===== config.mk =====
export PLATFORM = sky130hd
export DESIGN_NAME = conv_window_gen
export DESIGN_NICKNAME = d
export VERILOG_FILES = /design/src/rtl/conv_window_gen_pkg.sv /design/src/rtl/conv_window_gen_line_buffer.sv /design/src/rtl/conv_window_gen.sv
export SDC_FILE = /design/constraint.sdc
export NUM_CORES = 1
export LEC_CHECK = 0
export BUFFER_PORTS_ARGS = -buffer_cell sky130_fd_sc_hd__buf_2
export CAP_MARGIN = 20
export CORE_ASPECT_RATIO = 2
export CORE_MARGIN = 2
export CORE_UTILIZATION = 45
export DETAILED_ROUTE_END_ITERATION = 10
export REMOVE_ABC_BUFFERS = 1
export SETUP_SLACK_MARGIN = 0.5
export SLEW_MARGIN = 20
export SYNTH_ARGS = -nofsm -noshare
export SYNTH_HDL_FRONTEND = slang
export SYNTH_SLANG_ARGS = --single-unit

===== constraint.sdc =====
create_clock -name clk -period 2.9 [get_ports clk]
set_input_delay 0.435 -clock clk [delete_from_list [all_inputs] [get_ports clk]]
set_output_delay 0.435 -clock clk [all_outputs]
set_load 0.02 [all_outputs]

===== src/rtl/conv_window_gen_pkg.sv =====
// conv_window_gen_pkg
//   Constants shared by the 3x3 window generator and its row buffers.
//   KERNEL_K : kernel edge length (3x3 window)
//   WIN_TAPS : number of window taps, row-major, tap 0 = oldest top-left
//   EMIT_MIN : first row/column index at which a full neighbourhood exists
//   tap()    : maps (window row, window col) to the row-major tap index
package conv_window_gen_pkg;

  localparam int KERNEL_K = 3;
  localparam int WIN_TAPS = KERNEL_K * KERNEL_K;
  localparam int EMIT_MIN = KERNEL_K - 1;

  function automatic int tap(input int row, input int col);
    return row * KERNEL_K + col;
  endfunction

endpackage


===== src/rtl/conv_window_gen_line_buffer.sv =====
// line_buffer
//   One image row of storage. Synchronous write, combinational read.
//   A read and a write to the same address in the same cycle return the
//   old contents, which is what lets the row data cascade between the two
//   buffers in a single cycle.
// Ports
//   i_clk   : clock, rising edge
//   i_we    : write enable
//   i_addr  : shared read/write address (column)
//   i_wdata : write data
//   o_rdata : read data at i_addr (value before this cycle's write)
module line_buffer
  import conv_window_gen_pkg::*;
#(
  parameter int DEPTH = 28,
  parameter int WIDTH = 8
) (
  input  logic                     i_clk,
  input  logic                     i_we,
  input  logic [$clog2(DEPTH)-1:0] i_addr,
  input  logic [WIDTH-1:0]         i_wdata,
  output logic [WIDTH-1:0]         o_rdata
);

  // Contents are intentionally not reset: stale data is overwritten before
  // any window that would use it can be emitted.
  logic [WIDTH-1:0] r_mem [DEPTH];

  always_ff @(posedge i_clk) begin
    if (i_we) begin
      r_mem[i_addr] <= i_wdata;
    end
  end

  assign o_rdata = r_mem[i_addr];

endmodule


===== src/rtl/conv_window_gen.sv =====
// conv_window_gen
//   Turns a raster pixel stream into 3x3 sliding windows (valid padding,
//   stride 1). Two row buffers hold the previous two rows; a 3x3 register
//   window shifts left on every accepted pixel and loads the new right
//   column {rowbuf1[col], rowbuf0[col], pixel}.
// Ports
//   clk, rst            : clock (rising edge), async active-high reset
//   pix_valid/pix_ready : input pixel handshake
//   pix_data            : raster-order pixel, row 0 col 0 first
//   win0..win8          : window, row-major; win0 = (r-2,c-2), win8 = (r,c)
//   win_valid/win_ready : output window handshake
//   frame_done          : 1-cycle pulse after the last pixel of a frame
// Handshake: a transfer happens on a rising edge where valid and ready are
//   both 1. The window is held stable while win_valid & !win_ready, and
//   pix_ready = !win_valid | win_ready, so no pixel is taken while a window
//   is stuck downstream.
module conv_window_gen
  import conv_window_gen_pkg::*;
#(
  parameter int DATA_W = 8,
  parameter int IMG_W  = 28,
  parameter int IMG_H  = 28
) (
  input  logic              clk,
  input  logic              rst,
  input  logic              pix_valid,
  output logic              pix_ready,
  input  logic [DATA_W-1:0] pix_data,
  output logic [DATA_W-1:0] win0,
  output logic [DATA_W-1:0] win1,
  output logic [DATA_W-1:0] win2,
  output logic [DATA_W-1:0] win3,
  output logic [DATA_W-1:0] win4,
  output logic [DATA_W-1:0] win5,
  output logic [DATA_W-1:0] win6,
  output logic [DATA_W-1:0] win7,
  output logic [DATA_W-1:0] win8,
  output logic              win_valid,
  input  logic              win_ready,
  output logic              frame_done
);

  localparam int COL_W = $clog2(IMG_W);
  localparam int ROW_W = $clog2(IMG_H);
  localparam logic [COL_W-1:0] COL_LAST = COL_W'(IMG_W - 1);
  localparam logic [ROW_W-1:0] ROW_LAST = ROW_W'(IMG_H - 1);
  localparam logic [COL_W-1:0] COL_EMIT = COL_W'(EMIT_MIN);
  localparam logic [ROW_W-1:0] ROW_EMIT = ROW_W'(EMIT_MIN);

  logic [COL_W-1:0]  r_col;
  logic [ROW_W-1:0]  r_row;
  logic [DATA_W-1:0] r_win [WIN_TAPS];
  logic              r_win_valid;
  logic              r_frame_done;

  logic              w_acc;
  logic              w_emit;
  logic              w_col_last;
  logic              w_row_last;
  logic [DATA_W-1:0] w_rb0_rd;
  logic [DATA_W-1:0] w_rb1_rd;

  assign pix_ready  = !r_win_valid || win_ready;
  assign w_acc      = pix_valid && pix_ready;
  assign w_col_last = (r_col == COL_LAST);
  assign w_row_last = (r_row == ROW_LAST);
  // Columns 0..1 of each row and rows 0..1 of each frame only prime the
  // window; this is also what keeps stale row-buffer data from escaping.
  assign w_emit     = (r_row >= ROW_EMIT) && (r_col >= COL_EMIT);

  // rowbuf0 holds row r-1, rowbuf1 holds row r-2. On accept, rowbuf0's old
  // value at this column cascades into rowbuf1 in the same cycle.
  line_buffer #(.DEPTH(IMG_W), .WIDTH(DATA_W)) u_rowbuf0 (
    .i_clk   (clk),
    .i_we    (w_acc),
    .i_addr  (r_col),
    .i_wdata (pix_data),
    .o_rdata (w_rb0_rd)
  );

  line_buffer #(.DEPTH(IMG_W), .WIDTH(DATA_W)) u_rowbuf1 (
    .i_clk   (clk),
    .i_we    (w_acc),
    .i_addr  (r_col),
    .i_wdata (w_rb0_rd),
    .o_rdata (w_rb1_rd)
  );

  // Raster position of the next pixel to be accepted.
  always_ff @(posedge clk or posedge rst) begin
    if (rst) begin
      r_col <= '0;
      r_row <= '0;
    end else if (w_acc) begin
      if (w_col_last) begin
        r_col <= '0;
        r_row <= w_row_last ? '0 : r_row + 1'b1;
      end else begin
        r_col <= r_col + 1'b1;
      end
    end
  end

  // 3x3 register window: shift left, load the new right column.
  always_ff @(posedge clk or posedge rst) begin
    if (rst) begin
      for (int i = 0; i < WIN_TAPS; i++) begin
        r_win[i] <= '0;
      end
    end else if (w_acc) begin
      for (int r = 0; r < KERNEL_K; r++) begin
        for (int c = 0; c < KERNEL_K - 1; c++) begin
          r_win[tap(r, c)] <= r_win[tap(r, c + 1)];
        end
      end
      r_win[tap(0, KERNEL_K - 1)] <= w_rb1_rd;
      r_win[tap(1, KERNEL_K - 1)] <= w_rb0_rd;
      r_win[tap(2, KERNEL_K - 1)] <= pix_data;
    end
  end

  // An accept can only happen when the current window is consumed or
  // absent, so on accept win_valid simply follows w_emit.
  always_ff @(posedge clk or posedge rst) begin
    if (rst) begin
      r_win_valid  <= 1'b0;
      r_frame_done <= 1'b0;
    end else begin
      if (w_acc) begin
        r_win_valid <= w_emit;
      end else if (win_ready) begin
        r_win_valid <= 1'b0;
      end
      r_frame_done <= w_acc && w_col_last && w_row_last;
    end
  end

  assign win0       = r_win[0];
  assign win1       = r_win[1];
  assign win2       = r_win[2];
  assign win3       = r_win[3];
  assign win4       = r_win[4];
  assign win5       = r_win[5];
  assign win6       = r_win[6];
  assign win7       = r_win[7];
  assign win8       = r_win[8];
  assign win_valid  = r_win_valid;
  assign frame_done = r_frame_done;

endmodule


### Yosys cells after proc, flatten, opt, wreduce, memory -nomap -nowiden

Memory sizes are Yosys's and may differ from the RTL's. A register that Yosys moved wholly into a read port is not among the register bits.
Cells that the tools add are included.

| word-level totals | value |
|---|---|
| bits in registers | 76 |
| memory bits (writable) | 448 |
| input bits | 12 |
| output and inout bits | 75 |
| word-level logic and storage cells | 34 |
| memories kept | 2 |

Memories:

| name | words | width | rd ports | clocked after memory_dff | wr ports | RTL line | RTL |
|---|---|---|---|---|---|---|---|
| u_rowbuf0.r_mem | 28 | 8 | 1 | 0 | 1 | conv_window_gen_line_buffer.sv:27 | `logic [WIDTH-1:0] r_mem [DEPTH];` |
| u_rowbuf1.r_mem | 28 | 8 | 1 | 1 | 1 | conv_window_gen_line_buffer.sv:27 |  |

| cells by class | value |
|---|---|
| add/subtract/negate cells | 2 |
| order comparisons | 2 |
| eq/ne operators | 2 |
| mux-type cells | 6 |
| reductions and logical operators | 8 |

Operator list:

| operator | number |
|---|---|
| $add 5x1->5 const B | 2 |
| $eq 5x5->1 const B | 2 |
| $ge 5x2->1 const B | 2 |
| $mux 5 | 2 |
| $logic_and 1x1->1 | 4 |
| $mux 1 | 4 |
| $reduce_and 2->1 | 1 |
| $reduce_bool 2->1 | 1 |
| $logic_not 1->1 | 1 |
| $logic_or 1x1->1 | 1 |

### Longest topological paths before layout

| depth | value |
|---|---|
| depth after elaboration | 5 |
| depth in mapped cells | 9 |
| mapped depth without buffers | 5 |

### Cells and area by module

From an unflattened synthesis, not the netlist that was laid out.

| unflattened totals | value |
|---|---|
| cell total of the unflattened synthesis | 1121 |
| area total of the unflattened synthesis | 21038.9 µm² |

Modules (own cells, without submodules):

| module | instances | cells each | area each (µm²) | seq. area each (µm²) |
|---|---|---|---|---|
| line_buffer | 2 | 454 | 8799.7 | 6726.5 |
| conv_window_gen | 1 | 213 | 3439.5 | 2102.0 |

### Least setup slack after synthesis

No wires, ideal clock.

| timing path | value |
|---|---|
| path kind | register to register |
| from | reg r_win_valid, in the netlist win_valid |
| to | mem u_rowbuf0.r_mem[15][0], enable pin |
| setup time | 0.412 ns |
| data arrival time | 2.456 ns |
| required time | 2.488 ns |
| path slack | 0.032 ns |
| cell stages (with the launch flop) | 7 |
| path buffers | 2 |
| period minus slack after synthesis | 2.868 ns |
| path through | dfrtp_1 > nand2b_1 > clkbuf_1 > and2_1 > buf_2 > nand3_1 > nor3_1 |

| on the way | value |
|---|---|
| word-level cells in the longest chain between the ends | 5 |

RTL lines:

| item | RTL line | RTL |
|---|---|---|
| start: declaration | conv_window_gen.sv:53 | `logic r_win_valid;` |
| start signal: assignment | conv_window_gen.sv:130 | `r_win_valid <= w_emit;` |
| $logic_not 1->1 | conv_window_gen.sv:63 | `assign pix_ready = !r_win_valid \|\| win_ready;` |
| $logic_or 1x1->1 | conv_window_gen.sv:63 |  |
| net pix_ready | conv_window_gen.sv:27 | `output logic pix_ready,` |
| $logic_and 1x1->1 | conv_window_gen.sv:64 | `assign w_acc = pix_valid && pix_ready;` |
| $mux 1 | conv_window_gen_line_buffer.sv:30 | `if (i_we) begin` |
| $mux 1 (not written as such) | conv_window_gen_line_buffer.sv:31 | `r_mem[i_addr] <= i_wdata;` |
| end: declaration | conv_window_gen_line_buffer.sv:27 |  |

The timed path passes the listed nets, and every way through them passes these cells.

### Worst setup path in the final report

| timing path | value |
|---|---|
| from | reg r_col[0] |
| to | reg r_win, in the netlist win5[2] |

| on the way | value |
|---|---|
| word-level cells in the longest chain between the ends | 1 |

RTL lines:

| item | RTL line | RTL |
|---|---|---|
| start: declaration | conv_window_gen.sv:50 | `logic [COL_W-1:0] r_col;` |
| start signal: assignment | conv_window_gen.sv:99 | `r_col <= r_col + 1'b1;` |
| $mem_v2 28x8 | n/a |  |
| net u_rowbuf0.o_rdata[2] | conv_window_gen_line_buffer.sv:22 | `output logic [WIDTH-1:0] o_rdata` |
| end signal: indexed assignment | conv_window_gen.sv:113 | `r_win[tap(r, c)] <= r_win[tap(r, c + 1)];` |
| end signal: indexed assignment | conv_window_gen.sv:116 | `r_win[tap(0, KERNEL_K - 1)] <= w_rb1_rd;` |
| end signal: indexed assignment | conv_window_gen.sv:117 | `r_win[tap(1, KERNEL_K - 1)] <= w_rb0_rd;` |
| end: declaration | conv_window_gen.sv:52 | `logic [DATA_W-1:0] r_win [WIN_TAPS];` |

The timed path passes the listed nets, and every way through them passes these cells.
A chain may end at the register's enable or synchronous reset.

==> summary.md <==
| Metric | Value |
|---|---|
| Run status | complete, no violations |
| Required @ worst endpoint | approximately 3.4 ns |
| DR DRC count | 0 |
| PortBufs | between 80 and 90 |
| Die H | 307 um |
| Sequential cell area fraction in the yosys report | approximately three quarters |
| Wire length of the first global-routing pass | roughly 74000 um |
| EDFF count, synth | approximately 450 |
| Hpwl dp | 32000 um |
| Maximum number of pins on one net before global-route repair | between 60 and 70 |
| Die width | approximately 160 um |
| Setup TNS | 0 ns |
| Proportion of layout cells with a drive suffix above 1 | about a quarter |
| Number of fillers in the final layout | about 3600 |
| Core ar. | roughly 0.046 mm2 |
| Placement Rows | ~110 |
| Final critical delay including setup and external delays | roughly 2.4 ns |
| Clock tree from TritonCTS | done |
| Ordered list of cells on the worst path | buf_4, nand4bb_1, buf_4, o22ai_1, a211oi_2, buf_4, nand3_4, buf_12, mux2_4 |
| Setup slack after layout | approximately 0.48 ns |
| DRT antenna net count | 0 |
| Summed instance area of the synthesized netlist | around 0.021 mm2 |
| Initial detailed-routing violation count | roughly 1100 |
| Weighted congestion reported at the end of routability-driven placement | slightly below 0.9 |
| Max IR drop VDD | 0.763 mV |
| Latest clock arrival within the worst-skew pair | 0.56 ns |
| Antenna Diode Count | 0 |
| Vias after detailed routing | around 11000 |
| Worst reg-to-reg setup slack | ~0.48 ns |
| Area delta synth->final | 17.0% |
| Endpoints failing hold | 0 |
| Capturing element type of the critical path | register |
| Global-route congestion overflow total | 0 |
| Post-synth top flop | sky130_fd_sc_hd__edfxtp_1 |
| Crit path from | r_col[0]$_DFFE_PP0P_ |
| Number of global-route vias before repair | approximately 11000 |
| Class of the tightest hold or removal check | input pin to register |
| Largest registers | u_rowbuf0.r_mem (224), u_rowbuf1.r_mem (224) |
| Worst flop-to-flop path startpoint | r_col[0]$_DFFE_PP0P_ |
| YS warnings | 0 |
| Boundary pin count | 87 |
| Antenna violations before repair | 0 |
| Dpl ws | 0.0711 ns |
| Gate count of the mapped netlist | ~1200 |
| Wirelength per Cell | between 20 and 30 um |
| Startpoint kind of the worst setup timing path | register |
| # H-tree levels | 2 |
| Most numerous cell types in the synthesized netlist | sky130_fd_sc_hd__edfxtp_1 (448), sky130_fd_sc_hd__nand2_1 (207), sky130_fd_sc_hd__mux2i_1 (122) |
| WS Path Type | register to register |
| CTS root buffer | sky130_fd_sc_hd__clkbuf_16 |
| Post-CTS clock slew at the launch and capture registers of the worst setup and hold paths | 0.07 ns |
| Asr flop ratio synth | 15.8% |
| Number of nets in the layout | approximately 1400 |
| Total Wirelength | around 50000 um |
| Max Clock Skew | 0.0117 ns |
| Number of violations of the max-capacitance limit | 0 |
| Routed via count divided by cell count | 5.70 |
| Fraction of the cycle the final worst path needs | between 80% and 90% |
| Largest stage delay on the critical path | around 0.51 ns |
| Clock sinks | ~530 |
| TritonCTS Buffers | 46 |
| Headroom to the max-slew limit | between 50 and 60% |
| Maximum fanout along the worst path | 15 |
| Biggest area contributors in the synthesized netlist | sky130_fd_sc_hd__edfxtp_1 (65%), sky130_fd_sc_hd__dfrtp_1 (10%), sky130_fd_sc_hd__mux2i_1 (5.9%) |
| Number of unique standard cell types used by synthesis | 52 |
| Register bit count reported by yosys | 532 |
| Setup crit end | win5[2]$_DFFE_PP0P_ |
| Initial Utilization | 45.4% |
| Cell with the most instances on the worst path | sky130_fd_sc_hd__buf_4 |
| Leakage power | around 9 nW |
| Power, Total | around 0.026 W |
| Slowest cell on the critical path | sky130_fd_sc_hd__dfrtp_4 |
| Slew Limit Fails | 0 |
| Die outline area | approximately 0.048 mm2 |
| Dominant cell type by area after synthesis | sky130_fd_sc_hd__edfxtp_1 |
| Timing-limited maximum frequency | ~410 MHz |
| Detailed-router iteration count before antenna repair | 5 |
| Final setup viols | 0 |
| Worst-case reg-to-reg path depth | 9 |
| Total global routing track utilization | 21.0% |
| Pwr per Cell Area | between 1000 and 1500 mW/mm2 |
| Max clock buf depth | 3 |
| Worst Tran Pin Value | about 0.63 ns |
| Worst endpoint data arrival time | ~2.9 ns |
| Fraction of post-synthesis cell area in the top cell type by area | 65.1% |
| Critical R2R Capture | win5[2]$_DFFE_PP0P_ |
| Most numerous cell in the Yosys netlist | sky130_fd_sc_hd__edfxtp_1 |
| Unrepaired setup endpoints after global routing | yes |
| Per-instance average area after synthesis | 16.9 um2 |
-- worst max-delay path: cells and delay by family, from the launching register on --
kind,cells,cell delay [ns]
AND/OR/NAND/NOR,2,0.34
buffers and inverters,4,0.80
multiplexers,1,0.26
flip-flops,1,0.51
AO/OA/AOI/OAI,2,0.37
-- through the flow --
stage	cells	hold WS [ns]	instance area [um2]	util, %
final	1997	0.299	24200	53.1
after global routing	1997	0.294	24200	53.1
after CTS	1995	0.262	24100	52.8
after detailed placement	1899	0.458	22300	49.0
after global placement	1899	0.451	22300	49.0
after floorplan	1160	0.499	20300	-
-- worst min-delay path by stage --
stage	from	endpoint	cells after the start
floorplan	r_row[0]$_DFFE_PP0P_	r_row[0]$_DFFE_PP0P_	2
global placement	win3[3]$_DFFE_PP0P_	win3[3]$_DFFE_PP0P_	2
detailed placement	win0[0]$_DFFE_PP0P_	win0[0]$_DFFE_PP0P_	2
CTS	pix_valid	win_valid$_DFFE_PP0P_	3
global route	pix_valid	win_valid$_DFFE_PP0P_	3
finish	pix_valid	win_valid$_DFFE_PP0P_	3
-- cell families after synthesis --
logic type	count (synthesis)	synth area share, %
xor gates and xnor gates	1	0.0424
buffers and inverters	72	1.88
AOI/OAI and AO/OA	104	3.36
adders and majority gates	6	0.363
muxes	188	12.4
and+or+nand+nor	322	6.75
DFF	532	75.2
-- power breakdown --
part           switching (W)  leakage, nW  internal, W
combinational        0.00528         2.99      0.00327
sequential          0.000485         5.08       0.0103
clock                0.00268        0.748      0.00354
total                0.00844         8.81       0.0171
-- layout make-up --
| type | instances | area [um2] | area share (%) |
|---|---|---|---|
| clock buffer | 57 | 1260 | 5.19 |
| sequential | 532 | 15600 | 64.3 |
| timing repair buffer | 188 | 1470 | 6.07 |
| clock inverter | 27 | 273 | 1.13 |
| tap | 565 | 707 | 2.92 |
| multi-input combinational | 621 | 4890 | 20.2 |
| inverter | 7 | 28.8 | 0.119 |
-- metal layers --
layer	vias up	part of all wire [%]	GRT usage, %
li1	5036	-	-
met1	5919	40	26.8
met2	345	52	37.1
met3	92	4.2	2.31
met4	0	4.0	7.66
met5	-	0	0
-- cell usage in the layout, fill, tap and decap left out, types with 14 or more instances in the layout --
master                      count
sky130_fd_sc_hd__mux4_2        50
sky130_fd_sc_hd__buf_4         75
sky130_fd_sc_hd__clkbuf_16     50
sky130_fd_sc_hd__nand3_1       14
sky130_fd_sc_hd__a22oi_1       22
sky130_fd_sc_hd__dfrtp_1       81
sky130_fd_sc_hd__o22ai_1       30
sky130_fd_sc_hd__nor2_1        41
sky130_fd_sc_hd__buf_12        15
sky130_fd_sc_hd__buf_2         87
sky130_fd_sc_hd__nand2_1      205
sky130_fd_sc_hd__mux2i_1      119
sky130_fd_sc_hd__edfxtp_1     448
-- repair_timing --
item / 4_1_cts / 5_1_grt
pin swaps: 6 / 3
endpoints found under the setup margin: 429 / 142
setup buffers: 10 / 0
gates resized for setup: 23 / 20
hold buffers: 1 / 0
hold endpoints to repair: 40 / 0
gates cloned: 1 / 2
Note: power is estimated with default switching activity, not from simulation.
